--- src/rtl/pipe_hazard_if.sv ---
// Hazard-unit port bundle: ID operand/dest info and pipe control outputs.
// master = pipeline side, slave = hazard controller.
interface pipe_hazard_if #(
  parameter int REG_AW = 5,
  parameter int CNT_W  = 16
);
  logic              id_valid;
  logic [REG_AW-1:0] id_aa;
  logic              id_a_use;
  logic [REG_AW-1:0] id_ba;
  logic              id_b_use;
  logic              id_rw;
  logic [REG_AW-1:0] id_da;
  logic              id_load;
  logic              ex_br_taken;
  logic              mem_ready;
  logic [2:0]        fwd_sel_a;
  logic [2:0]        fwd_sel_b;
  logic              stall;
  logic              bubble_ex;
  logic              flush_id;
  logic              freeze;
  logic [CNT_W-1:0]  stall_cnt;
  logic [CNT_W-1:0]  flush_cnt;

  modport master (
    output id_valid, id_aa, id_a_use, id_ba, id_b_use,
    output id_rw, id_da, id_load, ex_br_taken, mem_ready,
    input  fwd_sel_a, fwd_sel_b, stall, bubble_ex,
    input  flush_id, freeze, stall_cnt, flush_cnt
  );

  modport slave (
    input  id_valid, id_aa, id_a_use, id_ba, id_b_use,
    input  id_rw, id_da, id_load, ex_br_taken, mem_ready,
    output fwd_sel_a, fwd_sel_b, stall, bubble_ex,
    output flush_id, freeze, stall_cnt, flush_cnt
  );
endinterface

--- src/rtl/pipe_hazard_ctrl.sv ---
// Pipeline hazard control: writer scoreboard, forwarding selects,
// load-use stalls, branch-shadow flushes and memory-wait freezes.
module pipe_hazard_ctrl #(
  parameter int REG_AW    = 5,
  parameter int FWD_DEPTH = 2,
  parameter int LOAD_RDY  = 2,
  parameter int BR_SHADOW = 2,
  parameter int CNT_W     = 16
) (
  input  logic          clk,
  input  logic          rst_n,
  pipe_hazard_if.slave  hz
);

  typedef struct packed {
    logic              valid;
    logic              rw;
    logic [REG_AW-1:0] da;
    logic              load;
  } sb_t;

  sb_t             sb_q [1:FWD_DEPTH];
  sb_t             sb_d [1:FWD_DEPTH];
  logic [1:0]      shd_q, shd_d;
  logic            fl_hold_q, fl_hold_d;
  logic            bub_hold_q, bub_hold_d;
  logic [CNT_W-1:0] scnt_q, scnt_d;
  logic [CNT_W-1:0] fcnt_q, fcnt_d;

  int   ka, kb;
  logic lda, ldb;
  logic lu_a, lu_b;
  logic br_now;
  logic stall_run;
  logic frz;

  function automatic logic hit(sb_t e, logic [REG_AW-1:0] a,
                               logic use_x);
    return use_x & e.valid & e.rw & (e.da == a) & (a != '0);
  endfunction

  // Scan oldest to youngest so the youngest match is left standing.
  always_comb begin
    ka  = 0;
    kb  = 0;
    lda = 1'b0;
    ldb = 1'b0;
    for (int k = FWD_DEPTH; k >= 1; k--) begin
      if (hit(sb_q[k], hz.id_aa, hz.id_a_use)) begin
        ka  = k;
        lda = sb_q[k].load;
      end
      if (hit(sb_q[k], hz.id_ba, hz.id_b_use)) begin
        kb  = k;
        ldb = sb_q[k].load;
      end
    end
  end

  assign lu_a = lda & (ka != 0) & (ka < LOAD_RDY);
  assign lu_b = ldb & (kb != 0) & (kb < LOAD_RDY);

  assign br_now    = hz.ex_br_taken | (shd_q != 2'd0);
  assign stall_run = (lu_a | lu_b) & ~br_now;
  assign frz       = rst_n & ~hz.mem_ready;

  assign hz.fwd_sel_a = lu_a ? 3'd0 : 3'(ka);
  assign hz.fwd_sel_b = lu_b ? 3'd0 : 3'(kb);
  assign hz.freeze    = frz;
  assign hz.stall     = rst_n & (frz | stall_run);
  assign hz.bubble_ex = rst_n & (frz ? bub_hold_q : stall_run);
  assign hz.flush_id  = ~rst_n | (frz ? fl_hold_q : br_now);
  assign hz.stall_cnt = scnt_q;
  assign hz.flush_cnt = fcnt_q;

  always_comb begin
    sb_d       = sb_q;
    shd_d      = shd_q;
    fl_hold_d  = fl_hold_q;
    bub_hold_d = bub_hold_q;
    scnt_d     = scnt_q;
    fcnt_d     = fcnt_q;
    if (hz.mem_ready) begin
      for (int k = FWD_DEPTH; k >= 2; k--) begin
        sb_d[k] = sb_q[k-1];
      end
      sb_d[1].valid = hz.id_valid & ~stall_run & ~br_now;
      sb_d[1].rw    = hz.id_rw;
      sb_d[1].da    = hz.id_da;
      sb_d[1].load  = hz.id_load;
      if (hz.ex_br_taken) begin
        shd_d = 2'(BR_SHADOW - 1);
      end else if (shd_q != 2'd0) begin
        shd_d = shd_q - 2'd1;
      end
      fl_hold_d  = br_now;
      bub_hold_d = stall_run;
      if (hz.ex_br_taken && fcnt_q != '1) begin
        fcnt_d = fcnt_q + 1'b1;
      end
    end
    if ((frz | stall_run) && scnt_q != '1) begin
      scnt_d = scnt_q + 1'b1;
    end
  end

  always_ff @(posedge clk or negedge rst_n) begin
    if (!rst_n) begin
      for (int k = 1; k <= FWD_DEPTH; k++) begin
        sb_q[k] <= '0;
      end
      shd_q      <= 2'd0;
      fl_hold_q  <= 1'b1;
      bub_hold_q <= 1'b0;
      scnt_q     <= '0;
      fcnt_q     <= '0;
    end else begin
      sb_q       <= sb_d;
      shd_q      <= shd_d;
      fl_hold_q  <= fl_hold_d;
      bub_hold_q <= bub_hold_d;
      scnt_q     <= scnt_d;
      fcnt_q     <= fcnt_d;
    end
  end

endmodule

--- src/flat_wrapper.sv ---
// flat-port wrapper written by rule: the top's interface ports become plain ports
module pipe_hazard_ctrl_flat 
#(
  parameter int REG_AW    = 5,
  parameter int FWD_DEPTH = 2,
  parameter int LOAD_RDY  = 2,
  parameter int BR_SHADOW = 2,
  parameter int CNT_W     = 16
)
  (clk, rst_n, hz_id_valid, hz_id_aa, hz_id_a_use, hz_id_ba, hz_id_b_use, hz_id_rw, hz_id_da, hz_id_load, hz_ex_br_taken, hz_mem_ready, hz_fwd_sel_a, hz_fwd_sel_b, hz_stall, hz_bubble_ex, hz_flush_id, hz_freeze, hz_stall_cnt, hz_flush_cnt);
  pipe_hazard_if #(.REG_AW(REG_AW), .CNT_W(CNT_W)) hz_i ();
  input  logic clk;
  input  logic rst_n;
  input wire logic [$bits(hz_i.id_valid)-1:0] hz_id_valid;
  input wire logic [$bits(hz_i.id_aa)-1:0] hz_id_aa;
  input wire logic [$bits(hz_i.id_a_use)-1:0] hz_id_a_use;
  input wire logic [$bits(hz_i.id_ba)-1:0] hz_id_ba;
  input wire logic [$bits(hz_i.id_b_use)-1:0] hz_id_b_use;
  input wire logic [$bits(hz_i.id_rw)-1:0] hz_id_rw;
  input wire logic [$bits(hz_i.id_da)-1:0] hz_id_da;
  input wire logic [$bits(hz_i.id_load)-1:0] hz_id_load;
  input wire logic [$bits(hz_i.ex_br_taken)-1:0] hz_ex_br_taken;
  input wire logic [$bits(hz_i.mem_ready)-1:0] hz_mem_ready;
  output wire logic [$bits(hz_i.fwd_sel_a)-1:0] hz_fwd_sel_a;
  output wire logic [$bits(hz_i.fwd_sel_b)-1:0] hz_fwd_sel_b;
  output wire logic [$bits(hz_i.stall)-1:0] hz_stall;
  output wire logic [$bits(hz_i.bubble_ex)-1:0] hz_bubble_ex;
  output wire logic [$bits(hz_i.flush_id)-1:0] hz_flush_id;
  output wire logic [$bits(hz_i.freeze)-1:0] hz_freeze;
  output wire logic [$bits(hz_i.stall_cnt)-1:0] hz_stall_cnt;
  output wire logic [$bits(hz_i.flush_cnt)-1:0] hz_flush_cnt;
  assign hz_i.id_valid = hz_id_valid;
  assign hz_i.id_aa = hz_id_aa;
  assign hz_i.id_a_use = hz_id_a_use;
  assign hz_i.id_ba = hz_id_ba;
  assign hz_i.id_b_use = hz_id_b_use;
  assign hz_i.id_rw = hz_id_rw;
  assign hz_i.id_da = hz_id_da;
  assign hz_i.id_load = hz_id_load;
  assign hz_i.ex_br_taken = hz_ex_br_taken;
  assign hz_i.mem_ready = hz_mem_ready;
  assign hz_fwd_sel_a = hz_i.fwd_sel_a;
  assign hz_fwd_sel_b = hz_i.fwd_sel_b;
  assign hz_stall = hz_i.stall;
  assign hz_bubble_ex = hz_i.bubble_ex;
  assign hz_flush_id = hz_i.flush_id;
  assign hz_freeze = hz_i.freeze;
  assign hz_stall_cnt = hz_i.stall_cnt;
  assign hz_flush_cnt = hz_i.flush_cnt;
  pipe_hazard_ctrl #(.REG_AW(REG_AW), .FWD_DEPTH(FWD_DEPTH), .LOAD_RDY(LOAD_RDY), .BR_SHADOW(BR_SHADOW), .CNT_W(CNT_W)) u_core (.clk(clk), .rst_n(rst_n), .hz(hz_i));
endmodule
--- config.mk ---
export PLATFORM = sky130hd
export DESIGN_NAME = pipe_hazard_ctrl_flat
export DESIGN_NICKNAME = d
export VERILOG_FILES = /design/src/rtl/pipe_hazard_if.sv /design/src/rtl/pipe_hazard_ctrl.sv /design/src/flat_wrapper.sv
export SDC_FILE = /design/constraint.sdc
export NUM_CORES = 1
export LEC_CHECK = 0
export CAP_MARGIN = 20
export CORE_AREA = 4 4 57 110
export CTS_BUF_LIST = sky130_fd_sc_hd__clkbuf_16
export CTS_CLUSTER_DIAMETER = 30
export DETAILED_ROUTE_END_ITERATION = 12
export DIE_AREA = 0 0 61 114
export PLACE_DENSITY_LB_ADDON = 0.3
export SYNTH_ARGS = -nofsm -noshare
export SYNTH_HDL_FRONTEND = slang
export SYNTH_SLANG_ARGS = --single-unit
--- constraint.sdc ---
create_clock -name clk -period 2.6 [get_ports clk]
set_clock_uncertainty 0.05 [all_clocks]
set_input_delay 0.52 -clock clk [delete_from_list [all_inputs] [get_ports clk]]
set_output_delay 0.52 -clock clk [all_outputs]
set_load 0.1 [all_outputs]
Word-level counts from Yosys, hierarchy flattened
Index checks and enable logic that the tools add are counted.
{"block": "totals", "regBits": 52, "in_bits": 24, "word_cells": 82}
{"block": "op_classes", "n_addsub": 3, "order_cmp": 2, "eq_ne": 6, "muxes": 14, "bitwise": 34, "reduce_logical": 10}
{"cell": "$reduce_bool 32->1", "count": 2}
{"cell": "$add 16x1->16 const B", "count": 2}
{"cell": "$lt 32x3->1 const B", "count": 1}
{"cell": "$mux 32", "count": 1}
{"cell": "$ne 16x16->1 const B", "count": 2}
{"cell": "$and 1x1->1", "count": 26}
{"cell": "$eq 5x5->1", "count": 4}
{"cell": "$mux 2", "count": 6}
{"cell": "$reduce_bool 5->1", "count": 2}
{"cell": "$mux 1", "count": 6}
{"cell": "$not 1->1", "count": 4}
{"cell": "$or 1x1->1", "count": 4}
{"cell": "$reduce_and 2->1", "count": 2}
{"cell": "$reduce_bool 2->1", "count": 2}
{"cell": "$mux 3", "count": 1}
{"cell": "$logic_and 1x1->1", "count": 2}
{"cell": "$lt 2x2->1 const B", "count": 1}
{"cell": "$sub 2x1->2 const B", "count": 1}

Longest topological paths before layout
Gate-level depths: netlist of the first run.
{"block": "depth", "word_depth": 14, "mapped_depth": 9, "mapped_depth_nobuf": 8}

Least setup slack after synthesis of the first run
Ideal clock, no wire load.
{"block": "synth_timing", "path_kind": "input to output", "start": "input hz_id_ba[0]", "end": "output hz_fwd_sel_b[1]", "t_arrival_ns": 4.434, "path_slack_ns": -2.404, "path_stages": 4, "path_cell_list": "or4_1 > o21ai_1 > or3_4 > nor4b_1"}
{"block": "synth_between", "elab_chain_len": 9}
{"item": "start, declared", "line": "flat_wrapper.sv:17", "source": "input wire logic [$bits(hz_i.id_ba)-1:0] hz_id_ba;"}
{"item": "$eq 5x5->1", "line": "pipe_hazard_ctrl.sv:39", "source": "return use_x & e.valid & e.rw & (e.da == a) & (a != '0);"}
{"item": "$and 1x1->1 (2 in series)", "line": "pipe_hazard_ctrl.sv:39"}
{"item": "$mux 2 (2 in series)", "line": "pipe_hazard_ctrl.sv:53", "source": "if (hit(sb_q[k], hz.id_ba, hz.id_b_use)) begin"}
{"item": "$reduce_bool 32->1", "line": "pipe_hazard_ctrl.sv:61", "source": "assign lu_b = ldb & (kb != 0) & (kb < LOAD_RDY);"}
{"item": "$and 1x1->1 (2 in series)", "line": "pipe_hazard_ctrl.sv:61"}
{"item": "$mux 2 (*)", "line": "pipe_hazard_ctrl.sv:68", "source": "assign hz.fwd_sel_b = lu_b ? 3'd0 : 3'(kb);"}
{"item": "end, declared", "line": "flat_wrapper.sv:25", "source": "output wire logic [$bits(hz_i.fwd_sel_b)-1:0] hz_fwd_sel_b;"}
Every way passes the cells marked *; elsewhere a longest branch is shown, timed or not.

Final worst setup path of the first run
{"block": "layout_timing", "start": "input hz_id_aa[1]", "end": "output hz_bubble_ex"}
{"block": "layout_between", "elab_chain_len": 12}
{"item": "start, declared", "line": "flat_wrapper.sv:15", "source": "input wire logic [$bits(hz_i.id_aa)-1:0] hz_id_aa;"}
{"item": "branches (longest 7 deep; another with $lt 32x3->1)"}
{"item": "$and 1x1->1 (*)", "line": "pipe_hazard_ctrl.sv:60", "source": "assign lu_a = lda & (ka != 0) & (ka < LOAD_RDY);"}
{"item": "$or 1x1->1 (*)", "line": "pipe_hazard_ctrl.sv:64", "source": "assign stall_run = (lu_a | lu_b) & ~br_now;"}
{"item": "$and 1x1->1 (*)", "line": "pipe_hazard_ctrl.sv:64"}
{"item": "$mux 1 (*)", "line": "pipe_hazard_ctrl.sv:71", "source": "assign hz.bubble_ex = rst_n & (frz ? bub_hold_q : stall_run);"}
{"item": "$and 1x1->1 (*)", "line": "pipe_hazard_ctrl.sv:71"}
{"item": "end, declared", "line": "flat_wrapper.sv:27", "source": "output wire logic [$bits(hz_i.bubble_ex)-1:0] hz_bubble_ex;"}
Mark *: on every way between the ends.

==> results.ini, run 1 <==
[pwr]
pwr-share-seq_pct=33.7
combPwrFrac_pct=41.3
swShare_pct=43.02
internal_power_uw=1871
leakagePower_uw=0.001746
switchingPower_uw=1413
p_clk_share_pct=25.0
irDropWorstVdd_uv=1410
cellPowerDensity_nw_per_um2=869.1

[detailed_routing]
drt_iter0_drc=40
vias_per_cell=5.344
dr.pass1.iters=4
post-route-drc-count=0
routed_wl_um=6532
via_count=2084
ant_nets=0
wl_per_cell_um=16.75

[logic_synthesis]
async_flop_share_pct=100.0
synth_area_per_cell_um2=11.04
ys_types=37
syn_inst=235
synth_edf_count=0
synth.cell_area_um2=2595
yosys.area.top_type_share_pct=48.22
yosysWarningCount=0
synth_largest_area_cell=dfrtp_1
ys_ff_latch=51
ys_seq_area_share_pct=49.23
synth.area.top_cells=dfrtp_1 48%, xnor2_1 12%, mux2_2 6.9%, xor2_1 3.7%, nand3_1 3.3%
synth_ff_type=dfrtp_1

[die]
start_util_pct=47.88
io_pins=66
die-area_um2=6954
die_y_um=114
rows=38
die_w_um=61
placeableCoreArea_um2=5420

[clock_tree]
htreeDepth=2
cts_buffers=5
cts_buffer_depth=2
hold_buffers=0
cts_sinks=51
cts_tree=done
cts.clk_slew.worst_paths_ns=0.07
ctsRootBufferMaster=clkbuf_16
clk_latency_ns=0.28

[timing]
fin_crit_ns=2.692
rsz0062_at_grt=true
worst-slew-pin-transition_ns=0.6310
report.final.slew_viol_count=0
hold_violations=0
setup_viol=2
maxSlewHeadroom_pct=57.93
max_freq_mhz=371.5
layout_setup_ws_ns=-0.09158
min_period_over_period_pct=103.5

[placed_design]
place_congestion=0.9143
dpl.hpwl_um=5035
io_buffers=63
place_area_um2=3532
placed_cells=378

[finish]
stdcell_area_um2=3779
drive_above_1_share_pct=40.61
antenna_cells=0
syn2layout_area_growth_pct=45.61
nets=356
final_cells=390

[worst_setup_path]
critPathMaxFanout=3
arrival_ns=2.12
worst_path_max_delay_cell=or4_4
required_ns=2.03
cp-end-kind=primary output
cp_slowest_stage_delay_ns=0.55
crit_chain=buf_6, or4_4, o21ai_4, or3_4, a21oi_4, mux2_4, and2_4, buf_12
timing_worst_setup_path_type=input port to primary output
critPathLaunchType=input port

[hold_path]
min_path_type=input port to async pin

[global_route]
grtUsageTotal_pct=20.72
antenna_found_initial=0
grt_max_degree=52
grt_pass1_vias=2207
grt_pass1_wl_um=10680
grt_overflow=0

[outcome]
violations=setup timing
status=finished with violations

[run]
cap_violations=0

## cell usage in the layout (no fill, tap or decap), drive strengths merged, types with 2 or more instances in the layout
master | synthesis | final
a21oi | 9 | 9
a31oi | 5 | 5
and3 | 6 | 6
buf | 4 | 77
bufinv | 0 | 2
clkbuf | 2 | 6
clkdlybuf4s50 | 0 | 10
conb | 1 | 2
dfrtp | 50 | 50
dlygate4sd2 | 0 | 3
ha | 3 | 3
inv | 9 | 10
mux2 | 17 | 17
nand2 | 13 | 13
nand2b | 2 | 2
nand3 | 17 | 17
nand4 | 12 | 12
nor2 | 15 | 15
nor3 | 3 | 3
nor4b | 2 | 2
o21ai | 2 | 2
o22ai | 2 | 2
or2 | 2 | 2
or3 | 2 | 2
or4 | 2 | 2
xnor2 | 35 | 35
xor2 | 11 | 11
## power by group through the flow
stage | sequential [µW] | clock [µW] | combinational (µW)
3_5_place_dp | 1120 | 0 | 1350
4_1_cts | 1100 | 839 | 1360
6_report | 1110 | 822 | 1360
2_1_floorplan | 1760 | 0 | 348
5_1_grt | 1140 | 870 | 1430
3_3_place_gp | 1110 | 0 | 1330
## through the flow
stage	util, %	worst slack (ns)	total power [µW]	hold WS, ns	setup TNS, ns
2_1_floorplan	-	-0.4046	2107	0.1744	-1.534
3_3_place_gp	65.17	-0.4594	2433	0.4055	-5.733
3_5_place_dp	65.17	-0.4671	2466	0.4351	-6.576
4_1_cts	68.77	-0.07989	3299	0.3819	-0.1144
5_1_grt	69.71	-0.1400	3431	0.4172	-0.3452
6_report	69.71	-0.09158	3284	0.3444	-0.1121
## kinds of logic after synthesis
group / synth area share, %
compound gates: 6.510
xor+xnor: 15.53
other cells: 0.1445
fa+ha+maj: 1.447
simple gates: 16.97
flops: 49.23
mux: 7.521
buf+inv: 2.652
## state kept, by name, summed over array words and instances (netlist names)
| register | count |
|---|---|
| u_core.bub_hold_q | 1 |
| u_core.fl_hold_q | 1 |
| u_core.hz.stall_cnt | 16 |
| u_core.shd_q | 2 |
| u_core.sb_q | 15 |
| u_core.hz.flush_cnt | 16 |
## path summary, 6_finish.rpt
kind                                              from                                  end  slack [ns]  depth (start not counted)
max reg2reg                u_core.sb_q[11]$_DFFE_PN0P_   u_core.hz.stall_cnt[1]$_DFFE_PN0P_        0.28                          8
max in group asynchronous                        rst_n          u_core.sb_q[11]$_DFFE_PN0P_        1.69                          2
min reg2reg                u_core.shd_q[0]$_DFFE_PN0P_          u_core.shd_q[0]$_DFFE_PN0P_        0.44                          1
max                                        hz_id_aa[1]                         hz_bubble_ex       -0.09                          8
min                                              rst_n  u_core.hz.flush_cnt[15]$_DFFE_PN0P_        0.34                          2
min in group clk           u_core.shd_q[0]$_DFFE_PN0P_          u_core.shd_q[0]$_DFFE_PN0P_        0.44                          1
## final cells by class
type	count	area, µm²
fill	407	1642
multi-input combinational	170	1378
sequential	51	1285
timing repair buffer	92	818.3
clock buffer	5	125.1
tap	60	75.07
clock inverter	3	63.81
inverter	9	33.78
## critical path, delay by kind of cell
kind | cells | cell delay, ns
multiplexers | 1 | 0.27
buffers and inverters | 2 | 0.26
AND/OR/NAND/NOR | 3 | 0.87
AO/OA/AOI/OAI | 2 | 0.21
## cells in the mapped netlist (all sizes together) (5+ instances only)
cell	count
a21oi	9
a31oi	5
and3	6
dfrtp	50
inv	9
mux2	17
nand2	13
nand3	17
nand4	12
nor2	15
xnor2	35
xor2	11
## per-layer routing
| layer | vias to the layer above | wire length (µm) | global-route usage, % |
|---|---|---|---|
| met3 | 13 | 286 | 3.737 |
| met4 | 0 | 187 | 8.828 |
| met1 | 1019 | 2208 | 21.67 |
| met2 | 55 | 3849 | 38.17 |
| met5 | - | 0 | 0 |
| li1 | 997 | - | - |
## what timing repair did
item / 4_1_cts / 5_1_grt
endpoints found under the setup margin: 12 / 5
gates resized for setup: 41 / 11
pin swaps: 12 / 8
setup buffers: 2 / 2
Note: power is estimated with default switching activity, not from simulation.
==> inputs of run 2 (changes only) <==
TNS_END_PERCENT = 30   (was default)
==> run 2 against run 1 <==
Against the previous run:
- the flow still finishes with violations (setup timing)
- worst hold slack got worse by 0.16 ns
- utilization rose by 0.53 points
- fmax rose by 1.2%
- total power rose by 0.85%
- via count rose by 1.5%
- clock-buffer cell count did not move
- largest cell class unchanged
- cell area rose by 0.76%
- routed wire length rose by 3.0%
- first-iteration DRC count rose by 63%
- non-clock buffer count did not move
- critical path type unchanged
- clock power rose by 2.9%
- global-route usage rose by 0.97 points
==> results.ini, run 2 (synthesis results as in run 1) <==
[outcome]
status=finished with violations
violations=setup timing

[global_route]
grt_pass1_vias=2296
grt_overflow=0
grt_pass1_wl_um=11200
antenna_found_initial=0
grt_max_degree=37
grtUsageTotal_pct=21.69

[worst_setup_path]
critPathLaunchType=input port
critPathMaxFanout=2
arrival_ns=2.09
required_ns=2.03
cp-end-kind=primary output
timing_worst_setup_path_type=input port to primary output

[detailed_routing]
ant_nets=0
routed_wl_um=6729
vias_per_cell=5.426
post-route-drc-count=0
via_count=2116
drt_iter0_drc=65
wl_per_cell_um=17.25
dr.pass1.iters=4

[clock_tree]
cts_buffer_depth=2
cts_tree=done
cts.clk_slew.worst_paths_ns=0.07
cts_buffers=5
ctsRootBufferMaster=clkbuf_16
hold_buffers=0
cts_sinks=51
htreeDepth=2
clk_latency_ns=0.29

[timing]
fin_crit_ns=2.659
holdWs_ns=0.1869
hold_violations=0
report.final.slew_viol_count=0
min_period_over_period_pct=102.3
max_freq_mhz=376.1
rsz0062_at_grt=true
setup_viol=3
layout_setup_ws_ns=-0.05867

[die]
start_util_pct=47.88
placeableCoreArea_um2=5420
rows=38
die_w_um=61
io_pins=66
die_y_um=114
die-area_um2=6954

[finish]
multi_input_area_um2=1393
final_util_pct=70.24
layout_commonest_cell=buf_4
antenna_cells=0
drive_above_1_share_pct=41.52
nets=356
final_cells=390
register_area_um2=1286
final_cell_mix=58 x buf_4, 43 x dfrtp_1, 27 x xnor2_1
syn2layout_area_growth_pct=46.72
n_fill_cell=410

[placed_design]
io_buffers=63
dpl.hpwl_um=5264
placed_cells=379
place_congestion=0.8580
pre_cts_ws_ns=-0.4970

[run]
cap_violations=0

[pwr]
leakagePower_uw=0.001752
total_power_uw=3312
irDropWorstVdd_uv=1749
cellPowerDensity_nw_per_um2=869.9

[hold_path]
min_path_type=input port to async pin

-- run 2: cell count changes in the layout (fill, tap and decap cells not counted), sizes merged --
cell	before	now
clkdlybuf4s15	1	2
dlygate4sd2	3	2
clkinvlp	0	1
inv	10	9
-- run 2: what timing repair did --
item                       in CTS  in global routing
setup endpoints to repair       6                  5
buffers inserted                3                  0
cloned                          0                  0
resized for setup              46                 13
pin swaps                      12                 12
-- run 2: final cells by class --
type                       instances  area share, %
tap                               60          1.972
inverter                           9         0.9530
sequential                        51          33.78
clock buffer                       5          3.286
clock inverter                     3          1.775
timing repair buffer              92          21.66
multi-input combinational        170          36.58
-- run 2: critical path: stages --
cell and delay [ns]:
buf_6 0.09, or4_4 0.54, o21ai_4 0.14, or3_4 0.16, a21oi_4 0.06, mux2_4 0.26, and2_4 0.15, buf_12 0.16
-- run 2: per-layer routing --
| layer | GRT usage, % | part of all wire [%] | vias up |
|---|---|---|---|
| met2 | 40.31 | 59 | 58 |
| met5 | 0 | 0 | - |
| li1 | - | - | 1002 |
| met1 | 22.17 | 33 | 1041 |
| met4 | 9.407 | 2.9 | 0 |
| met3 | 3.964 | 5.0 | 15 |
-- run 2: worst paths after layout --
check	end	cells after the start	startpoint	slack [ns]
min in group clk	u_core.shd_q[0]$_DFFE_PN0P_	1	u_core.shd_q[0]$_DFFE_PN0P_	0.42
max in group asynchronous	u_core.sb_q[11]$_DFFE_PN0P_	2	rst_n	1.85
setup / recovery	hz_bubble_ex	8	hz_id_ba[1]	-0.06
hold reg to reg	u_core.shd_q[0]$_DFFE_PN0P_	1	u_core.shd_q[0]$_DFFE_PN0P_	0.42
setup reg to reg	u_core.hz.stall_cnt[1]$_DFFE_PN0P_	8	u_core.sb_q[12]$_DFFE_PN0P_	0.31
hold / removal	u_core.hz.flush_cnt[0]$_DFFE_PN0P_	2	rst_n	0.19
-- run 2: where the power goes --
group	total (µW)	internal [µW]	leakage, µW	switching, µW
logic	1350	384	0.00102	970
clock network	846	551	0.0000900	295
registers	1110	939	0.000644	173
-- run 2: stage by stage --
stage	TNS [ns]	area, µm²
after floorplan	-1.794	2675
after global placement	-4.789	3536
after detailed placement	-5.498	3536
after CTS	-0.1105	3760
after global routing	-0.2766	3807
final	-0.1194	3807
